--- src/rtl/unidade_controle_pkg.sv ---
// State codes, output bundle and output decode for the sequence-memory game controller.
// Shared by the FSM, the interface and any top level that observes db_estado.
package unidade_controle_pkg;

  localparam int ESTADO_W_PADRAO = 5;

  localparam logic [4:0] INICIAL           = 5'h00;
  localparam logic [4:0] PREPARACAO        = 5'h01;
  localparam logic [4:0] MOSTRA_ON         = 5'h02;
  localparam logic [4:0] MOSTRA_OFF        = 5'h03;
  localparam logic [4:0] PROXIMO_LED       = 5'h04;
  localparam logic [4:0] INICIO_RODADA     = 5'h05;
  localparam logic [4:0] ESPERA_JOGADA     = 5'h06;
  localparam logic [4:0] REGISTRA          = 5'h07;
  localparam logic [4:0] COMPARACAO        = 5'h08;
  localparam logic [4:0] PROXIMO_ENDERECO  = 5'h09;
  localparam logic [4:0] PROXIMA_SEQUENCIA = 5'h0A;
  localparam logic [4:0] FIM_ACERTO        = 5'h0B;
  localparam logic [4:0] FIM_TIMEOUT       = 5'h0D;
  localparam logic [4:0] FIM_ERRO          = 5'h0E;

  typedef struct packed {
    logic zeraE;
    logic contaE;
    logic zeraS;
    logic contaS;
    logic zeraR;
    logic registraR;
    logic estadoEspera;
    logic estadoLedsOn;
    logic estadoLedsOff;
    logic pronto;
    logic acertou;
    logic errou;
  } sinais_t;

  // Moore decode: every control strobe is a pure function of the state code.
  function automatic sinais_t decodificaSaidas(input logic [4:0] estado);
    sinais_t s;
    s = '0;
    case (estado)
      PREPARACAO:        begin s.zeraE = 1'b1; s.zeraS = 1'b1; s.zeraR = 1'b1; end
      MOSTRA_ON:         s.estadoLedsOn = 1'b1;
      MOSTRA_OFF:        s.estadoLedsOff = 1'b1;
      PROXIMO_LED:       s.contaE = 1'b1;
      INICIO_RODADA:     begin s.zeraE = 1'b1; s.zeraR = 1'b1; end
      ESPERA_JOGADA:     s.estadoEspera = 1'b1;
      REGISTRA:          s.registraR = 1'b1;
      PROXIMO_ENDERECO:  s.contaE = 1'b1;
      PROXIMA_SEQUENCIA: begin s.contaS = 1'b1; s.zeraE = 1'b1; end
      FIM_ACERTO:        begin s.pronto = 1'b1; s.acertou = 1'b1; end
      FIM_TIMEOUT,
      FIM_ERRO:          begin s.pronto = 1'b1; s.errou = 1'b1; end
      default:           s = '0;
    endcase
    return s;
  endfunction

endpackage

--- src/rtl/unidade_controle_if.sv ---
// Status/control bundle between the game controller (master) and its datapath (slave).
interface unidade_controle_if #(
  parameter int ESTADO_W = 5
);
  logic iniciar;
  logic jogadaIgualMemoria;
  logic enderecoIgualSequencia;
  logic tem_jogada;
  logic fimS;
  logic fimLedsOn;
  logic fimLedsOff;
  logic timeout;

  logic zeraE;
  logic contaE;
  logic zeraS;
  logic contaS;
  logic zeraR;
  logic registraR;
  logic estado_espera;
  logic estado_ledsOn;
  logic estado_ledsOff;
  logic pronto;
  logic acertou;
  logic errou;
  logic [ESTADO_W-1:0] db_estado;

  modport master (
    input  iniciar, jogadaIgualMemoria, enderecoIgualSequencia, tem_jogada,
           fimS, fimLedsOn, fimLedsOff, timeout,
    output zeraE, contaE, zeraS, contaS, zeraR, registraR, estado_espera,
           estado_ledsOn, estado_ledsOff, pronto, acertou, errou, db_estado
  );

  modport slave (
    output iniciar, jogadaIgualMemoria, enderecoIgualSequencia, tem_jogada,
           fimS, fimLedsOn, fimLedsOff, timeout,
    input  zeraE, contaE, zeraS, contaS, zeraR, registraR, estado_espera,
           estado_ledsOn, estado_ledsOff, pronto, acertou, errou, db_estado
  );
endinterface

--- src/rtl/unidade_controle.sv ---
// Moore FSM sequencing the sequence-memory game: replay, collect plays, verdict.
// Define UNIDADE_CONTROLE_TIMEOUT_EN to let espera_jogada end the game on timeout.
module unidade_controle
  import unidade_controle_pkg::*;
#(
  parameter int ESTADO_W = ESTADO_W_PADRAO
) (
  input  logic               clock,
  input  logic               reset,
  unidade_controle_if.master uc
);

  logic [4:0] estado_reg;
  logic [4:0] estado_next;
  sinais_t    saidas;

  always_ff @(posedge clock) begin
    if (reset) estado_reg <= INICIAL;
    else       estado_reg <= estado_next;
  end

  always_comb begin
    estado_next = INICIAL;
    case (estado_reg)
      INICIAL:       estado_next = uc.iniciar ? PREPARACAO : INICIAL;
      PREPARACAO:    estado_next = MOSTRA_ON;
      MOSTRA_ON:     estado_next = uc.fimLedsOn ? MOSTRA_OFF : MOSTRA_ON;
      MOSTRA_OFF: begin
        if (!uc.fimLedsOff)                estado_next = MOSTRA_OFF;
        else if (uc.enderecoIgualSequencia) estado_next = INICIO_RODADA;
        else                               estado_next = PROXIMO_LED;
      end
      PROXIMO_LED:   estado_next = MOSTRA_ON;
      INICIO_RODADA: estado_next = ESPERA_JOGADA;
      ESPERA_JOGADA: begin
        // A key press in the same cycle as the timeout still counts as a play.
        if (uc.tem_jogada) estado_next = REGISTRA;
`ifdef UNIDADE_CONTROLE_TIMEOUT_EN
        else if (uc.timeout) estado_next = FIM_TIMEOUT;
`endif
        else estado_next = ESPERA_JOGADA;
      end
      REGISTRA:      estado_next = COMPARACAO;
      COMPARACAO: begin
        if (!uc.jogadaIgualMemoria)         estado_next = FIM_ERRO;
        else if (uc.fimS)                   estado_next = FIM_ACERTO;
        else if (uc.enderecoIgualSequencia) estado_next = PROXIMA_SEQUENCIA;
        else                                estado_next = PROXIMO_ENDERECO;
      end
      PROXIMO_ENDERECO:  estado_next = ESPERA_JOGADA;
      PROXIMA_SEQUENCIA: estado_next = MOSTRA_ON;
      FIM_ACERTO, FIM_TIMEOUT, FIM_ERRO:
        estado_next = uc.iniciar ? PREPARACAO : estado_reg;
      default:       estado_next = INICIAL;
    endcase
  end

`ifndef UNIDADE_CONTROLE_TIMEOUT_EN
  logic unusedTimeout;
  assign unusedTimeout = uc.timeout;
`endif

  assign saidas = decodificaSaidas(estado_reg);

  assign uc.zeraE          = saidas.zeraE;
  assign uc.contaE         = saidas.contaE;
  assign uc.zeraS          = saidas.zeraS;
  assign uc.contaS         = saidas.contaS;
  assign uc.zeraR          = saidas.zeraR;
  assign uc.registraR      = saidas.registraR;
  assign uc.estado_espera  = saidas.estadoEspera;
  assign uc.estado_ledsOn  = saidas.estadoLedsOn;
  assign uc.estado_ledsOff = saidas.estadoLedsOff;
  assign uc.pronto         = saidas.pronto;
  assign uc.acertou        = saidas.acertou;
  assign uc.errou          = saidas.errou;
  assign uc.db_estado      = ESTADO_W'(estado_reg);

endmodule

--- src/flat_wrapper.sv ---
// flat-port wrapper written by rule: the top's interface ports become plain ports
module unidade_controle_flat import unidade_controle_pkg::*;
#(
  parameter int ESTADO_W = ESTADO_W_PADRAO
)
  (clock, reset, uc_iniciar, uc_jogadaIgualMemoria, uc_enderecoIgualSequencia, uc_tem_jogada, uc_fimS, uc_fimLedsOn, uc_fimLedsOff, uc_timeout, uc_zeraE, uc_contaE, uc_zeraS, uc_contaS, uc_zeraR, uc_registraR, uc_estado_espera, uc_estado_ledsOn, uc_estado_ledsOff, uc_pronto, uc_acertou, uc_errou, uc_db_estado);
  unidade_controle_if #(.ESTADO_W(ESTADO_W)) uc_i ();
  input  logic clock;
  input  logic reset;
  input wire logic [$bits(uc_i.iniciar)-1:0] uc_iniciar;
  input wire logic [$bits(uc_i.jogadaIgualMemoria)-1:0] uc_jogadaIgualMemoria;
  input wire logic [$bits(uc_i.enderecoIgualSequencia)-1:0] uc_enderecoIgualSequencia;
  input wire logic [$bits(uc_i.tem_jogada)-1:0] uc_tem_jogada;
  input wire logic [$bits(uc_i.fimS)-1:0] uc_fimS;
  input wire logic [$bits(uc_i.fimLedsOn)-1:0] uc_fimLedsOn;
  input wire logic [$bits(uc_i.fimLedsOff)-1:0] uc_fimLedsOff;
  input wire logic [$bits(uc_i.timeout)-1:0] uc_timeout;
  output wire logic [$bits(uc_i.zeraE)-1:0] uc_zeraE;
  output wire logic [$bits(uc_i.contaE)-1:0] uc_contaE;
  output wire logic [$bits(uc_i.zeraS)-1:0] uc_zeraS;
  output wire logic [$bits(uc_i.contaS)-1:0] uc_contaS;
  output wire logic [$bits(uc_i.zeraR)-1:0] uc_zeraR;
  output wire logic [$bits(uc_i.registraR)-1:0] uc_registraR;
  output wire logic [$bits(uc_i.estado_espera)-1:0] uc_estado_espera;
  output wire logic [$bits(uc_i.estado_ledsOn)-1:0] uc_estado_ledsOn;
  output wire logic [$bits(uc_i.estado_ledsOff)-1:0] uc_estado_ledsOff;
  output wire logic [$bits(uc_i.pronto)-1:0] uc_pronto;
  output wire logic [$bits(uc_i.acertou)-1:0] uc_acertou;
  output wire logic [$bits(uc_i.errou)-1:0] uc_errou;
  output wire logic [$bits(uc_i.db_estado)-1:0] uc_db_estado;
  assign uc_i.iniciar = uc_iniciar;
  assign uc_i.jogadaIgualMemoria = uc_jogadaIgualMemoria;
  assign uc_i.enderecoIgualSequencia = uc_enderecoIgualSequencia;
  assign uc_i.tem_jogada = uc_tem_jogada;
  assign uc_i.fimS = uc_fimS;
  assign uc_i.fimLedsOn = uc_fimLedsOn;
  assign uc_i.fimLedsOff = uc_fimLedsOff;
  assign uc_i.timeout = uc_timeout;
  assign uc_zeraE = uc_i.zeraE;
  assign uc_contaE = uc_i.contaE;
  assign uc_zeraS = uc_i.zeraS;
  assign uc_contaS = uc_i.contaS;
  assign uc_zeraR = uc_i.zeraR;
  assign uc_registraR = uc_i.registraR;
  assign uc_estado_espera = uc_i.estado_espera;
  assign uc_estado_ledsOn = uc_i.estado_ledsOn;
  assign uc_estado_ledsOff = uc_i.estado_ledsOff;
  assign uc_pronto = uc_i.pronto;
  assign uc_acertou = uc_i.acertou;
  assign uc_errou = uc_i.errou;
  assign uc_db_estado = uc_i.db_estado;
  unidade_controle #(.ESTADO_W(ESTADO_W)) u_core (.clock(clock), .reset(reset), .uc(uc_i));
endmodule
--- config.mk ---
export PLATFORM = sky130hd
export DESIGN_NAME = unidade_controle_flat
export DESIGN_NICKNAME = d
export VERILOG_FILES = /design/src/rtl/unidade_controle_pkg.sv /design/src/rtl/unidade_controle_if.sv /design/src/rtl/unidade_controle.sv /design/src/flat_wrapper.sv
export SDC_FILE = /design/constraint.sdc
export NUM_CORES = 1
export LEC_CHECK = 0
export ABC_AREA = 0
export CORE_UTILIZATION = 30
export DETAILED_ROUTE_END_ITERATION = 10
export PLACE_DENSITY = 0.66
export SYNTH_ARGS = -nofsm -noshare
export SYNTH_HDL_FRONTEND = slang
export SYNTH_SLANG_ARGS = --single-unit
--- constraint.sdc ---
create_clock -name clock -period 1.3 [get_ports clock]
set_clock_uncertainty 0.05 [all_clocks]
set_input_delay 0.39 -clock clock [delete_from_list [all_inputs] [get_ports clock]]
set_output_delay 0.39 -clock clock [all_outputs]
set_load 0.05 [all_outputs]
==> summary by stage, run 1 <==
CTS
The clock drives 4 sinks. CTS built an H-tree with a depth of 1. Clock tree synthesis inserted a total of 3 buffers. The root buffer cell is sky130_fd_sc_hd__clkbuf_4. The hold-fix buffer count after cts is 0.

The number of buffers on the longest clock path is 2.

Synthesis
After synthesis, flip-flops and latches occupy 16.5% of the total area. The dominant register cell in the synthesized netlist is sky130_fd_sc_hd__dfxtp_1. Synthesis produced a netlist with a net count of between 70 and 80. The post-synthesis instance area is about 480 um^2. In the synthesized netlist, the cells that appear most often are 12 x sky130_fd_sc_hd__nor2_1, 6 x sky130_fd_sc_hd__nor3_1, 5 x sky130_fd_sc_hd__inv_1. The count of distinct cell types in the synthesized netlist is 30. The proportion of register bits with asynchronous set or reset after synthesis is 0%.

In the synthesized netlist, the number of instances is 69. After synthesis the netlist holds a flip-flop and latch count of 4. The most frequently used cell type in the post-synthesis netlist is sky130_fd_sc_hd__nor2_1. The mean instance size in the synthesized netlist is about 7 um^2.

The synthesized design contains 0 enable-type register cells. By area the synthesized netlist is led by sky130_fd_sc_hd__dfxtp_1 17%, sky130_fd_sc_hd__nor2_1 9.3%, sky130_fd_sc_hd__nor3_1 6.2%, sky130_fd_sc_hd__a2111oi_4 5.7%, sky130_fd_sc_hd__nand2b_1 5.2%. The library cell occupying the most area in the post-synthesis netlist is sky130_fd_sc_hd__dfxtp_1. The total number of yosys warnings is 0. The area fraction of the dominant cell type after synthesis is 16.5%.

GRT
The initial antenna violation count is 0. The maximum number of pins on one net before global-route repair is 9.

Floorplan
During I/O placement, the number of pins put on the boundary was 27. The initialized floorplan defines 14 standard-cell rows. The floorplan step set the die width to 42.2 um. Once the floorplan was initialized, standard cells occupied 32.1% of the core. The vertical extent of the die is roughly 42 um.

Timing
After the last repair the worst path ends at an output port. In the global-route stage, repair_timing last flagged the worst endpoint as uc_pronto.

Place
Buffers placed on the I/O ports in this run total 24. The placed instances occupy a cell area of 0.00116 mm^2. The setup slack after placement is -432 ps.

The HPWL after detailed placement is about 1.4 mm. The final estimated routing congestion in global placement is around 0.84.

Run status
The run stopped with a tool error. The stage where the run came to a stop is 5_1_grt. The tool reported: "[ERROR DPL-0033] detailed placement checks failed during check placement".
==> metrics by stage <==
step / cells / setup TNS, ps
4_1_cts: 132 / -4820
2_1_floorplan: 69 / -3750
3_5_place_dp: 123 / -2330
3_3_place_gp: 123 / -2090
==> kinds of logic after synthesis <==
family | share of synthesized area, %
AND/OR/NAND/NOR | 31.5
AO/OA/AOI/OAI | 28.9
buffers and inverters | 12.1
flip-flops | 16.5
multiplexers | 6.46
XOR/XNOR | 3.62
other | 0.774
==> timing repair <==
action / in CTS
pin swaps: 10
buffers inserted: 6
resized for setup: 21
endpoints found under the setup margin: 20
==> run 2, diff against run 1 <==
- CORE_AREA: not set -> 2 2 63 65
- CORE_UTILIZATION: 30 -> not set
- DIE_AREA: not set -> 0 0 65 67
- PLACE_DENSITY: 0.66 -> not set
- PLACE_DENSITY_LB_ADDON: not set -> 0.15
- clock period: 1.3 -> 1.7 ns (I/O delays scaled with it)
==> run 2 against run 1 <==
  * The flow now finishes, with violations (setup timing)
  * Synthesized area unchanged
  * Synthesized cell count did not move
==> summary by stage, run 2 <==
Synthesis
After synthesis, the cell types taking the most area are sky130_fd_sc_hd__dfxtp_1 17%, sky130_fd_sc_hd__nor2_1 9.3%, sky130_fd_sc_hd__nor3_1 6.2%, sky130_fd_sc_hd__a2111oi_4 5.7%, sky130_fd_sc_hd__nand2b_1 5.2%. The total number of yosys warnings is 0. The mean instance size in the synthesized netlist is about 7 um^2. The area fraction of the dominant cell type after synthesis is roughly 17%. The synthesized design contains 4 register bits. In the synthesized netlist the dominant register cell turns out to be sky130_fd_sc_hd__dfxtp_1. The number of instances in the synthesized netlist is 69.

The count of distinct cell types in the synthesized netlist is 30. The post-synthesis net count is between 70 and 80. The share of synthesized area occupied by flip-flops and latches is between 15 and 20%. The most frequently used cell type in the post-synthesis netlist is sky130_fd_sc_hd__nor2_1. The library cell occupying the most area in the post-synthesis netlist is sky130_fd_sc_hd__dfxtp_1. Counting flops with a built-in enable in the synthesized netlist gives 0. In this run the cell area of the synthesized design comes to roughly 480 um^2.

In the synthesized netlist, the cells that appear most often are 12 x sky130_fd_sc_hd__nor2_1, 6 x sky130_fd_sc_hd__nor3_1, 5 x sky130_fd_sc_hd__inv_1. For this run, asynchronously set or reset flops after synthesis account for 0%.

Pwr
The internal power is 736 uW. The worst-case IR drop observed on VDD is 0.546 mV. The clock share of power is between 10% and 20%. In this run the power spent charging and discharging nets is between 500 and 600 uW. Net switching is around 42% of the power. The power density of the placed cells is about 950 mW/mm^2.

The analysis attributes to cell leakage a power of around 0.0005 uW. The sequential share of power is about an eighth. Combinational logic burns a little over two thirds of the power.

Routing
In the final routed layout, each cell accounts on average for between 10 and 15 um. The count of nets left with antenna violations once routing finished came out at 0. Using the TritonRoute via totals, the vias-per-cell ratio works out to around 4.1. The routed wire length is slightly below 2 mm. The remaining routing DRC violations is 0. For this block, the initial DRC count from the detailed router was 11.

The via count is 664. For this run, the detailed router's first-pass iteration total came to 4.

Finish
Summing all multi-input logic gate instances after layout gives between 400 and 500 um^2. 0 antenna diodes ended up in the layout. The count of non-filler cells in the finished layout is between 150 and 200. Leaving out fill and tap cells, the most frequent cell in the layout is sky130_fd_sc_hd__buf_12. The final core utilization is a little under two fifths.

Relative to the synthesized area, the layout overhead comes to 176%. The register with the most flip-flops in the layout has 4 of them. The share of layout cells above drive strength 1 is just over 60%. The sequential cells in the finished layout cover a total of 95.1 um^2. The net count reported at finish is between 100 and 150. The top cell types in the final layout, fill and taps aside, are 17 x sky130_fd_sc_hd__buf_12, 15 x sky130_fd_sc_hd__buf_4, 8 x sky130_fd_sc_hd__clkdlybuf4s50_1, 8 x sky130_fd_sc_hd__buf_6, 6 x sky130_fd_sc_hd__nor2_4. After filler insertion, the fill cell instance count of the layout stands at between 300 and 400.

Timing
Setup violations remaining at the end of the flow were counted as 7. The final critical-path share of the clock period is 109%. The final count of hold timing violations is 0. The worst path in the final design needs a cycle of approximately 1900 ps, including I/O delays and setup. The maximum frequency from static timing analysis is ~540 MHz. After layout, the worst setup slack is -156 ps. The number of max-slew violations in the final report is 0.

The minimum hold slack is about 600 ps. Setup repair after global routing could not meet its margin everywhere.

GRT
Global routing used a little under a tenth of the available tracks across all layers. The first global-routing pass estimated ~3.1 mm of wire. The initial antenna violation count is 0.

The via count of the first global-routing pass is about 670. Entering global routing, the biggest net connects 11 pins. After global routing the overflow that remains totals 0.

Floorplan
The die is 67 um tall. The number of top-level design ports is 27. The total die area is 0.00436 mm^2. Once the floorplan was initialized, standard cells occupied between 10 and 15% of the core. The placement row count is 22. The floorplan step set the die width to approximately 65 um. The area of the core is between 0.003 and 0.004 mm^2.

Setup path
The data required time at the worst endpoint is 1140 ps. The category of the worst setup path capture point is an output port. Together, buffers and inverters on the worst path number 1. The dominant delay contributor by cell family on the critical path is flip-flops. At the worst endpoint, the arrival time is roughly 1300 ps. The critical path goes through nand2b_2 > mux2_4 > nor2_4 > buf_12.

The worst setup path is of the flip-flop to output port kind. The stage delay of the slowest cell on the critical path is roughly 360 ps. Of all nets on the critical path, the largest fanout is 4. The largest individual stage delay along the critical path comes from the cell sky130_fd_sc_hd__dfxtp_4. The startpoint type of the worst setup path is a flip-flop.

CTS
The number of hold buffers added after CTS was 0. The clock insertion delay at the later pin of the skew report is between 200 and 250 ps. The clock net in this run drives a total of 4 sinks. In this run the number of H-tree levels came out at 1. Counting along the longest clock path gives a buffer depth of 2.

The clock transition time at the flip-flop clock pins of the worst setup and hold paths is 30 ps. In this run, CTS created clock tree buffers numbering 3. The TritonCTS clock tree is built. The root buffer cell is sky130_fd_sc_hd__clkbuf_8.

Place
The HPWL after detailed placement is ~1.5 mm. The number of placed instances with taps included is 146. In this run the tool buffered the top-level ports with 24 buffer cells. The final estimated routing congestion in global placement is approximately 0.83.

Run
The tool flagged a number of max-cap violations equal to 0.

Run status
The checks that failed: setup timing. The flow ran to the end, but the final reports show violations.

Hold path
The path class of the lowest-slack min-delay path is flip-flop to flip-flop.
## run 2: cell type report
cell class              count  share of cell area, %
clock buffers               4                   3.37
well taps                  48                   4.49
repair buffers             48                   46.6
inverters                   5                   1.69
flip-flops and latches      4                   7.12
multi-input cells          54                   36.7
## run 2: kinds of logic (layout without fill, tap and decap cells)
logic type,count (synthesis),count (layout),synth area share (%)
AOI/OAI and AO/OA,17,17,28.9
xor gates and xnor gates,2,2,3.62
buffers and inverters,11,57,12.1
DFF,4,4,16.5
muxes,3,3,6.46
other,1,1,0.774
and+or+nand+nor,31,31,31.5
## run 2: path summary, 6_finish.rpt
kind / from / to / slack [ps] / cells after the start
max reg2reg: u_core.uc.db_estado[1] / u_core.uc.db_estado[1] / 100 / 6
min: u_core.uc.db_estado[1] / u_core.uc.db_estado[1] / 610 / 3
max: u_core.uc.db_estado[3] / uc_contaE / -160 / 4
min reg2reg: u_core.uc.db_estado[1] / u_core.uc.db_estado[1] / 610 / 3
## run 2: power by group through the flow
stage	clock, uW	combinational, uW	sequential, uW
5_1_grt	233	941	167
2_1_floorplan	0	440	197
3_3_place_gp	0	732	189
3_5_place_dp	0	735	189
6_report	219	893	162
4_1_cts	221	831	174
## run 2: what timing repair did
action	4_1_cts	5_1_grt
cloned	0	0
setup buffers	10	4
setup endpoints to repair	11	13
gates resized for setup	7	12
pin swaps	7	6
## run 2: layer usage
metal / vias up / global-route usage, % / wire, um
li1: 335 / - / -
met1: 306 / 10.1 / 776
met2: 21 / 17.4 / 1020
met3: 2 / 3.72 / 131
met4: 0 / 2.39 / 11
met5: - / 0 / 0
## run 2: tightest hold or removal path, cell delays in order, from the launching register on
cell and delay, ps:
sky130_fd_sc_hd__dfxtp_4 350, sky130_fd_sc_hd__buf_6 130, sky130_fd_sc_hd__nand4_1 70, sky130_fd_sc_hd__a21oi_1 60
## run 2: per-stage QoR
stage | setup WS [ps] | power [uW] | cell area, um^2 | TNS, ps
final | -156 | 1270 | 1340 | -475
after global routing | -209 | 1340 | 1340 | -963
after CTS | -135 | 1230 | 1270 | -539
after detailed placement | -176 | 924 | 1130 | -240
after global placement | -137 | 922 | 1130 | -205
after floorplan | -136 | 637 | 648 | -616
No activity file was read; power rests on OpenSTA's default activity.
